### src/rtl/mem_arb_pkg.sv
// Shared types and defaults for the unified-memory port arbiter.
// State codes, owner encoding and default widths.
package mem_arb_pkg;

  localparam int ADDR_W_DEF      = 32;
  localparam int DATA_W_DEF      = 32;
  localparam int STARVE_MAX_DEF  = 4;
  localparam int TIMEOUT_CYC_DEF = 16;

  typedef logic [1:0] state_t;

  localparam state_t ST_IDLE = 2'd0;
  localparam state_t ST_BUSY = 2'd1;
  localparam state_t ST_RESP = 2'd2;

  typedef enum logic {
    OWN_IF = 1'b0,
    OWN_DM = 1'b1
  } owner_e;

endpackage

### src/rtl/mem_arb_fairness.sv
// Grant select with DM priority and an IF anti-starvation override.
// starve_cnt counts DM grants made while IF waits (STARVE_MAX >= 1).
module mem_arb_fairness
  import mem_arb_pkg::*;
#(
  parameter int STARVE_MAX = STARVE_MAX_DEF
) (
  input  logic clk_i,
  input  logic rst_i,
  input  logic if_req_i,
  input  logic dm_req_i,
  input  logic grant_i,
  output logic grant_if_o
);

  localparam int CW = $clog2(STARVE_MAX + 1);
  localparam logic [CW-1:0] MAXV = CW'(STARVE_MAX);

  logic [CW-1:0] starve_cnt_q;
  logic [CW-1:0] starve_cnt_d;
  logic          starved;

  assign starved    = (starve_cnt_q == MAXV);
  assign grant_if_o = if_req_i & (~dm_req_i | starved);

  // Saturating count of DM wins over a waiting IF; any other grant clears it.
  always_comb begin
    starve_cnt_d = starve_cnt_q;
    if (grant_i) begin
      if (grant_if_o || !if_req_i) begin
        starve_cnt_d = '0;
      end else if (!starved) begin
        starve_cnt_d = starve_cnt_q + 1'b1;
      end
    end
  end

  // Counter register.
  always_ff @(posedge clk_i) begin
    if (rst_i) starve_cnt_q <= '0;
    else       starve_cnt_q <= starve_cnt_d;
  end

endmodule

### src/rtl/mem_port_arbiter.sv
// IF/DM arbiter onto one variable-latency memory: IDLE -> BUSY -> RESP.
// Optional ack watchdog: define MEM_ARB_TIMEOUT_EN.
module mem_port_arbiter
  import mem_arb_pkg::*;
#(
  parameter int ADDR_W      = ADDR_W_DEF,
  parameter int DATA_W      = DATA_W_DEF,
  parameter int STARVE_MAX  = STARVE_MAX_DEF,
  parameter int TIMEOUT_CYC = TIMEOUT_CYC_DEF
) (
  input  logic              clk_i,
  input  logic              rst_i,
  input  logic              if_req_i,
  input  logic [ADDR_W-1:0] if_addr_i,
  output logic              if_ready_o,
  output logic [DATA_W-1:0] if_rdata_o,
  input  logic              dm_req_i,
  input  logic              dm_we_i,
  input  logic [ADDR_W-1:0] dm_addr_i,
  input  logic [DATA_W-1:0] dm_wdata_i,
  output logic              dm_ready_o,
  output logic [DATA_W-1:0] dm_rdata_o,
  output logic              mem_req_o,
  output logic              mem_we_o,
  output logic [ADDR_W-1:0] mem_addr_o,
  output logic [DATA_W-1:0] mem_wdata_o,
  input  logic              mem_ack_i,
  input  logic [DATA_W-1:0] mem_rdata_i,
  output logic              err_o
);

  state_t            state_q,    state_d;
  owner_e            owner_q,    owner_d;
  logic [ADDR_W-1:0] addr_q,     addr_d;
  logic              we_q,       we_d;
  logic [DATA_W-1:0] wdata_q,    wdata_d;
  logic [DATA_W-1:0] if_rdata_q, if_rdata_d;
  logic [DATA_W-1:0] dm_rdata_q, dm_rdata_d;

  logic grant;
  logic grant_if;
  logic busy;
  logic resp;

`ifdef MEM_ARB_TIMEOUT_EN
  localparam int TW = $clog2(TIMEOUT_CYC + 1);
  localparam logic [TW-1:0] TLAST = TW'(TIMEOUT_CYC - 1);
  logic [TW-1:0] tmo_cnt_q, tmo_cnt_d;
  logic          err_q,     err_d;
`endif

  assign grant = (state_q == ST_IDLE) & (if_req_i | dm_req_i);
  assign busy  = (state_q == ST_BUSY);
  assign resp  = (state_q == ST_RESP);

  mem_arb_fairness #(
    .STARVE_MAX (STARVE_MAX)
  ) u_fair (
    .clk_i      (clk_i),
    .rst_i      (rst_i),
    .if_req_i   (if_req_i),
    .dm_req_i   (dm_req_i),
    .grant_i    (grant),
    .grant_if_o (grant_if)
  );

  // Next-state: latch the winner in IDLE, wait for ack in BUSY, one RESP cycle.
  always_comb begin
    state_d    = state_q;
    owner_d    = owner_q;
    addr_d     = addr_q;
    we_d       = we_q;
    wdata_d    = wdata_q;
    if_rdata_d = if_rdata_q;
    dm_rdata_d = dm_rdata_q;
`ifdef MEM_ARB_TIMEOUT_EN
    err_d      = err_q;
    tmo_cnt_d  = busy ? tmo_cnt_q + 1'b1 : '0;
`endif
    case (state_q)
      ST_IDLE: begin
        if (grant) begin
          owner_d = grant_if ? OWN_IF : OWN_DM;
          addr_d  = grant_if ? if_addr_i : dm_addr_i;
          we_d    = grant_if ? 1'b0 : dm_we_i;
          wdata_d = grant_if ? '0 : dm_wdata_i;
          state_d = ST_BUSY;
`ifdef MEM_ARB_TIMEOUT_EN
          err_d   = 1'b0;
`endif
        end
      end
      ST_BUSY: begin
        if (mem_ack_i) begin
          if (owner_q == OWN_IF) if_rdata_d = we_q ? '0 : mem_rdata_i;
          else                   dm_rdata_d = we_q ? '0 : mem_rdata_i;
          state_d = ST_RESP;
        end
`ifdef MEM_ARB_TIMEOUT_EN
        else if (tmo_cnt_q == TLAST) begin
          if (owner_q == OWN_IF) if_rdata_d = '0;
          else                   dm_rdata_d = '0;
          err_d   = 1'b1;
          state_d = ST_RESP;
        end
`endif
      end
      ST_RESP: state_d = ST_IDLE;
      default: state_d = ST_IDLE;
    endcase
  end

  // State and latched request registers.
  always_ff @(posedge clk_i) begin
    if (rst_i) begin
      state_q    <= ST_IDLE;
      owner_q    <= OWN_IF;
      addr_q     <= '0;
      we_q       <= 1'b0;
      wdata_q    <= '0;
      if_rdata_q <= '0;
      dm_rdata_q <= '0;
`ifdef MEM_ARB_TIMEOUT_EN
      tmo_cnt_q  <= '0;
      err_q      <= 1'b0;
`endif
    end else begin
      state_q    <= state_d;
      owner_q    <= owner_d;
      addr_q     <= addr_d;
      we_q       <= we_d;
      wdata_q    <= wdata_d;
      if_rdata_q <= if_rdata_d;
      dm_rdata_q <= dm_rdata_d;
`ifdef MEM_ARB_TIMEOUT_EN
      tmo_cnt_q  <= tmo_cnt_d;
      err_q      <= err_d;
`endif
    end
  end

  assign if_ready_o  = resp & (owner_q == OWN_IF);
  assign dm_ready_o  = resp & (owner_q == OWN_DM);
  assign if_rdata_o  = if_rdata_q;
  assign dm_rdata_o  = dm_rdata_q;
  assign mem_req_o   = busy;
  assign mem_we_o    = busy & we_q;
  assign mem_addr_o  = busy ? addr_q : '0;
  assign mem_wdata_o = busy ? wdata_q : '0;

`ifdef MEM_ARB_TIMEOUT_EN
  assign err_o = resp & err_q;
`else
  assign err_o = 1'b0;
`endif

endmodule

### config.mk
export PLATFORM = sky130hd
export DESIGN_NAME = mem_port_arbiter
export DESIGN_NICKNAME = d
export VERILOG_FILES = /design/src/rtl/mem_arb_pkg.sv /design/src/rtl/mem_arb_fairness.sv /design/src/rtl/mem_port_arbiter.sv
export SDC_FILE = /design/constraint.sdc
export NUM_CORES = 1
export LEC_CHECK = 0
export ABC_AREA = 1
export BUFFER_PORTS_ARGS = -buffer_cell sky130_fd_sc_hd__buf_2
export CORE_UTILIZATION = 25
export CTS_BUF_LIST = sky130_fd_sc_hd__clkbuf_4 sky130_fd_sc_hd__clkbuf_8 sky130_fd_sc_hd__clkbuf_16
export CTS_CLUSTER_DIAMETER = 30
export DETAILED_ROUTE_END_ITERATION = 8
export PLACE_DENSITY = 0.44
export SETUP_SLACK_MARGIN = 0.02
export SLEW_MARGIN = 30
export SYNTH_ARGS = -nofsm -noshare
export SYNTH_HDL_FRONTEND = slang
export SYNTH_SLANG_ARGS = --single-unit
### constraint.sdc
create_clock -name clk_i -period 3.2 [get_ports clk_i]
set_input_delay 0.64 -clock clk_i [delete_from_list [all_inputs] [get_ports clk_i]]
set_output_delay 0.64 -clock clk_i [all_outputs]
set_load 0.02 [all_outputs]
### Word-level counts from Yosys, hierarchy flattened

Cells that the tools add are included.

| storage, ports and cells | value |
|---|---|
| flip-flop bits (word level) | 135 |
| input port bits | 134 |
| word-level logic and storage cells | 44 |

| cells by class | value |
|---|---|
| add/subtract/negate cells | 1 |
| equality and inequality tests | 6 |
| muxes and demuxes | 12 |
| bitwise operators | 9 |
| reduce and logical (&&, ||, !) cells | 8 |

Operators with widths:

| kind | number |
|---|---|
| two-way mux 32 bit | 5 |
| two-way mux 3 bit | 2 |
| inequality test 2 bit, second input constant | 3 |
| AND reduction 2 bit | 3 |
| AND reduction 3 bit | 2 |
| AND 1 bit | 5 |
| two-way mux 2 bit | 2 |
| one-hot mux 2 bit (2 select lines) | 1 |
| adder 3 x 1 -> 3 bit, second input constant | 1 |
| == test 3 bit, second input constant | 1 |
| == test 2 x 1 -> 1 bit, second input constant | 1 |
| == test 2 bit, second input constant | 1 |
| logical NOT 2 bit | 1 |
| two-way mux 1 bit | 2 |
| inverter 1 bit | 2 |
| bitwise OR 1 bit | 2 |
| logical NOT 1 bit | 1 |
| logical OR 1 bit | 1 |

### Depth between registers and ports, before layout

| depth | value |
|---|---|
| word-level depth | 6 |
| depth in mapped cells | 11 |
| mapped depth without buffers | 9 |

### Hierarchy

A second synthesis with hierarchy kept.

| unflattened totals | value |
|---|---|
| cell total of the unflattened synthesis | 1113 |
| area total of the unflattened synthesis | 6752.7 µm² |

By module, submodules not included:

| module | instances | cells each | area each (µm²) |
|---|---|---|---|
| mem_port_arbiter | 1 | 1092 | 6591.3 |
| mem_arb_fairness | 1 | 21 | 161.4 |

### Worst setup path after synthesis

Ideal clock, no wire load.

| path | value |
|---|---|
| kind | reg2out |
| start point | register owner_q |
| end point | output dm_ready_o |
| arrival time | 1223 ps |
| data required time | 2560 ps |
| slack | 1337 ps |
| stages on the path, launching flop included | 5 |
| path buffers | 2 |
| cells stage by stage | dfxtp_1 buf_2 inv_2 clkbuf_1 nor3_1 |

| on the way | value |
|---|---|
| word-level cells in the longest chain between the ends | 1 |

Ends and longest elaborated chain:

| item | line | source |
|---|---|---|
| start, declared | mem_port_arbiter.sv:33 | `owner_e owner_q, owner_d;` |
| start signal, assigned | mem_port_arbiter.sv:129 | `owner_q <= owner_d;` |
| AND 1 bit | mem_port_arbiter.sv:143 | `assign dm_ready_o = resp & (owner_q == OWN_DM);` |
| end, declared | mem_port_arbiter.sv:21 | `output logic dm_ready_o,` |

Every way passes these cells.

### Worst setup path in the final report

| path | value |
|---|---|
| start point | register state_q[0] |
| end point | output mem_wdata_o[29] |

| on the way | value |
|---|---|
| word-level cells in the longest chain between the ends | 2 |

Ends and longest elaborated chain:

| item | line | source |
|---|---|---|
| start, declared | mem_port_arbiter.sv:32 | `state_t state_q, state_d;` |
| start signal, assigned | mem_port_arbiter.sv:128 | `state_q <= state_d;` |
| == test 2 x 1 -> 1 bit | mem_port_arbiter.sv:53 | `assign busy = (state_q == ST_BUSY);` |
| two-way mux 32 bit | mem_port_arbiter.sv:149 | `assign mem_wdata_o = busy ? wdata_q : '0;` |
| end, declared | mem_port_arbiter.sv:26 | `output logic [DATA_W-1:0] mem_wdata_o,` |

Every way passes these cells.

==> out/qor.csv <==
stage,metric,value,unit
clock_tree,clock sink total,135,
clock_tree,hold-fix buffers at CTS,0,
sta,period utilization,91.3,%
yosys,cells after synthesis,940,
die,Site Rows,57,
worst_setup_path,critical path data arrival time,2280,ps
final_layout,fin cells,1501,
sta,clk_skew,11.7,ps
sta,endpoints failing hold,0,
yosys,largest area contributor in the netlist,dfxtp_1,
yosys,main combinational cell family by area after synthesis,simple AND/OR/NAND/NOR gates,
clock_tree,# Post-CTS Setup Buffers,0,
route,Avg WL per Cell,14.8,µm
yosys,simple-gate share of the synthesized area,28.9,%
placed_design,Final GP Congestion,0.771,
route,DRC viols,0,
route,vias,6720,
worst_setup_path,Critical Path End Type,output port,
die,starting density of the core,25.7,%
yosys,number of enable flip-flop cells after synthesis,0,
yosys,Avg Inst Size Synth,6.71,µm²
power_and_ir_drop,VDD IR max,0.000259,V
worst_setup_path,Crit-path slowest cell,clkinv_2,
route,final antenna-violating net count,0,
yosys,Most used DFF post-synth,dfxtp_1,
clock_tree,worst skew pair latency,420,ps
global_route,gr ovfl total,0,
yosys,"count leader, synth",nand2_1,
die,Die Y,161,µm
die,core box area,0.0245,mm²
worst_setup_path,Worst R2R Path Depth,7,
power_and_ir_drop,power density cells,569,mW/mm²
die,total die area,0.0259,mm²
power_and_ir_drop,Leak,4.19,nW
global_route,vias in the first global route,6619,
clock_tree,post-CTS sizing,0,
yosys,Syn Nets,1076,
global_route,largest net degree at the start of global routing,69,
yosys,Post-Synth Adder-Cell Area,0.397,%
yosys,XOR/XNOR share of the synthesized area,0,%
die,Boundary Pins,267,
final_layout,Final nets,1298,
yosys,synth top area cells,"dfxtp_1, nand2_1, a21oi_1, inv_1, nand3_1",
global_route,antenna violations before repair,5,
sta,"Setup violations, final",0,
yosys,Syn. warnings,0,
sta,Worst-Margin Slew,912,ps
yosys,multiplexer share of the synthesized area,0,%
sta,setup repair after global routing missed its margin,no,
worst_setup_path,CP startpoint kind,flip-flop,
global_route,global-route wire length before repair,35400,µm
yosys,async set or reset register ratio after synthesis,0,%
placed_design,I/O Buffers,265,
sta,Worst slew margin,39.1,%
run_status,status,completed,
worst_setup_path,Worst EP required,2560,ps
yosys,cell area after synthesis,0.00630,mm²
worst_setup_path,Crit Path Class,reg2out,
clock_tree,clock root cell,clkbuf_16,
clock_tree,CTS max path bufs,2,
sta,minimum clock period,2920,ps
sta,Max Fclk,342,MHz
yosys,Synth cell types,23,
route,drt first pass iters,4,
placed_design,# placed instances,1467,
die,Die Wd,161,µm
yosys,Yosys top cell area share,42.9,%
route,drt via density,4.48,
clock_tree,TritonCTS buffer count,17,
worst_hold_path,hold depth,2,
placed_design,dpl hpwl,14600,µm
clock_tree,Clock Pin Slew Worst Setup and Hold Paths,60,ps
clock_tree,htree depth,4,
final_layout,Layout Utilization,34.5,%
worst_setup_path,worst path cell trace,"inv_1, nor2_4, clkinv_2, buf_4, nor2_1, buf_2",
final_layout,share of layout cells above drive strength 1,27.4,%
job,max-cap viol count,0,
clock_tree,CTS tree,built,
worst_hold_path,Worst Hold Class,reg2reg,
yosys,Compound-Gate Fraction of Synth Area,13.5,%
yosys,sequential area share after synthesis,42.9,%
final_layout,Synth-to-Final Area Change,34.1,%
sta,max-slew violation count,0,
yosys,register bit total from synthesis,135,
sta,setup_tns,0,ps
worst_setup_path,Max stage delay on crit path,590,ps
global_route,gr usage total,17.3,%
route,WL final,22200,µm
yosys,synth cell count leaders,"nand2_1, inv_1, dfxtp_1",
route,drt initial violations,451,
worst_setup_path,"Max FO, Critical Path",51,
-- critical path, delay by kind of cell, from the launching register on --
family / cells / cell delay, ps
buffers and inverters: 4 / 1300
flip-flops: 1 / 370
AND/OR/NAND/NOR: 2 / 200
-- stage by stage --
stage | setup WS [ps] | instance area [µm²] | total power [mW] | hold slack [ps]
6_report | 279 | 8460 | 4.81 | 462
5_1_grt | 43.2 | 8450 | 5.05 | 470
3_5_place_dp | 818 | 7820 | 2.74 | 454
2_1_floorplan | 1340 | 6300 | 2.43 | 445
4_1_cts | 362 | 8450 | 4.89 | 462
3_3_place_gp | 828 | 7820 | 2.74 | 453
-- state kept, by name, summed over array words and instances (netlist names) --
name,flops
if_rdata_o,32
addr_q,32
wdata_q,32
owner_q,1
state_q,2
dm_rdata_o,32
u_fair.starve_cnt_q,3
we_q,1
-- path summary, 6_finish.rpt --
check                               startpoint              end  slack, ps
worst min-delay path            dm_rdata_o[14]   dm_rdata_o[14]        460
worst min register to register  dm_rdata_o[14]   dm_rdata_o[14]        460
worst max register to register      state_q[0]   if_rdata_o[24]       1200
worst max-delay path                state_q[0]  mem_wdata_o[29]        280
-- final cells by class --
cell class	count	area (µm²)
fill	2795	16100
clock buffer	19	453
clock inverter	12	175
antenna	3	7.51
inverter	139	523
timing repair buffer	284	1480
multi-input combinational	585	2710
sequential	135	2700
tap	324	405
-- cell families after synthesis --
logic type | after synthesis
AOI/OAI and AO/OA | 161
adders and majority gates | 2
other | 1
buffers and inverters | 220
and+or+nand+nor | 421
DFF | 135
-- power by group --
group	internal (mW)	total [mW]	leakage [nW]	switching, mW
Combinational	0.277	0.849	2.78	0.572
Sequential	1.80	1.84	1.11	0.0446
Clock	1.34	2.12	0.313	0.781
Total	3.41	4.81	4.19	1.40
-- cell usage in the layout, fill, tap and decap left out --
master / count
a21oi_1: 106
a31oi_1: 26
buf_12: 1
buf_2: 264
buf_4: 19
bufinv_16: 4
clkbuf_16: 17
clkbuf_8: 2
clkinv_2: 5
clkinv_4: 3
conb_1: 1
dfxtp_1: 135
diode_2: 3
ha_1: 2
inv_1: 137
inv_2: 1
inv_6: 1
nand2_1: 143
nand2_2: 2
nand3_1: 100
nand4_1: 39
nor2_1: 132
nor2_4: 2
nor3_1: 3
o21ai_0: 25
o21ai_1: 3
o21ai_4: 1
-- layer usage --
metal / up-vias / track usage [%] / share of wire, %
li1: 3452 / - / -
met1: 3043 / 21.8 / 46
met2: 203 / 28.3 / 46
met3: 20 / 5.40 / 6.9
met4: 2 / 4.63 / 1.3
met5: - / 0 / 0.050
Power figures use the tool's default switching activity.
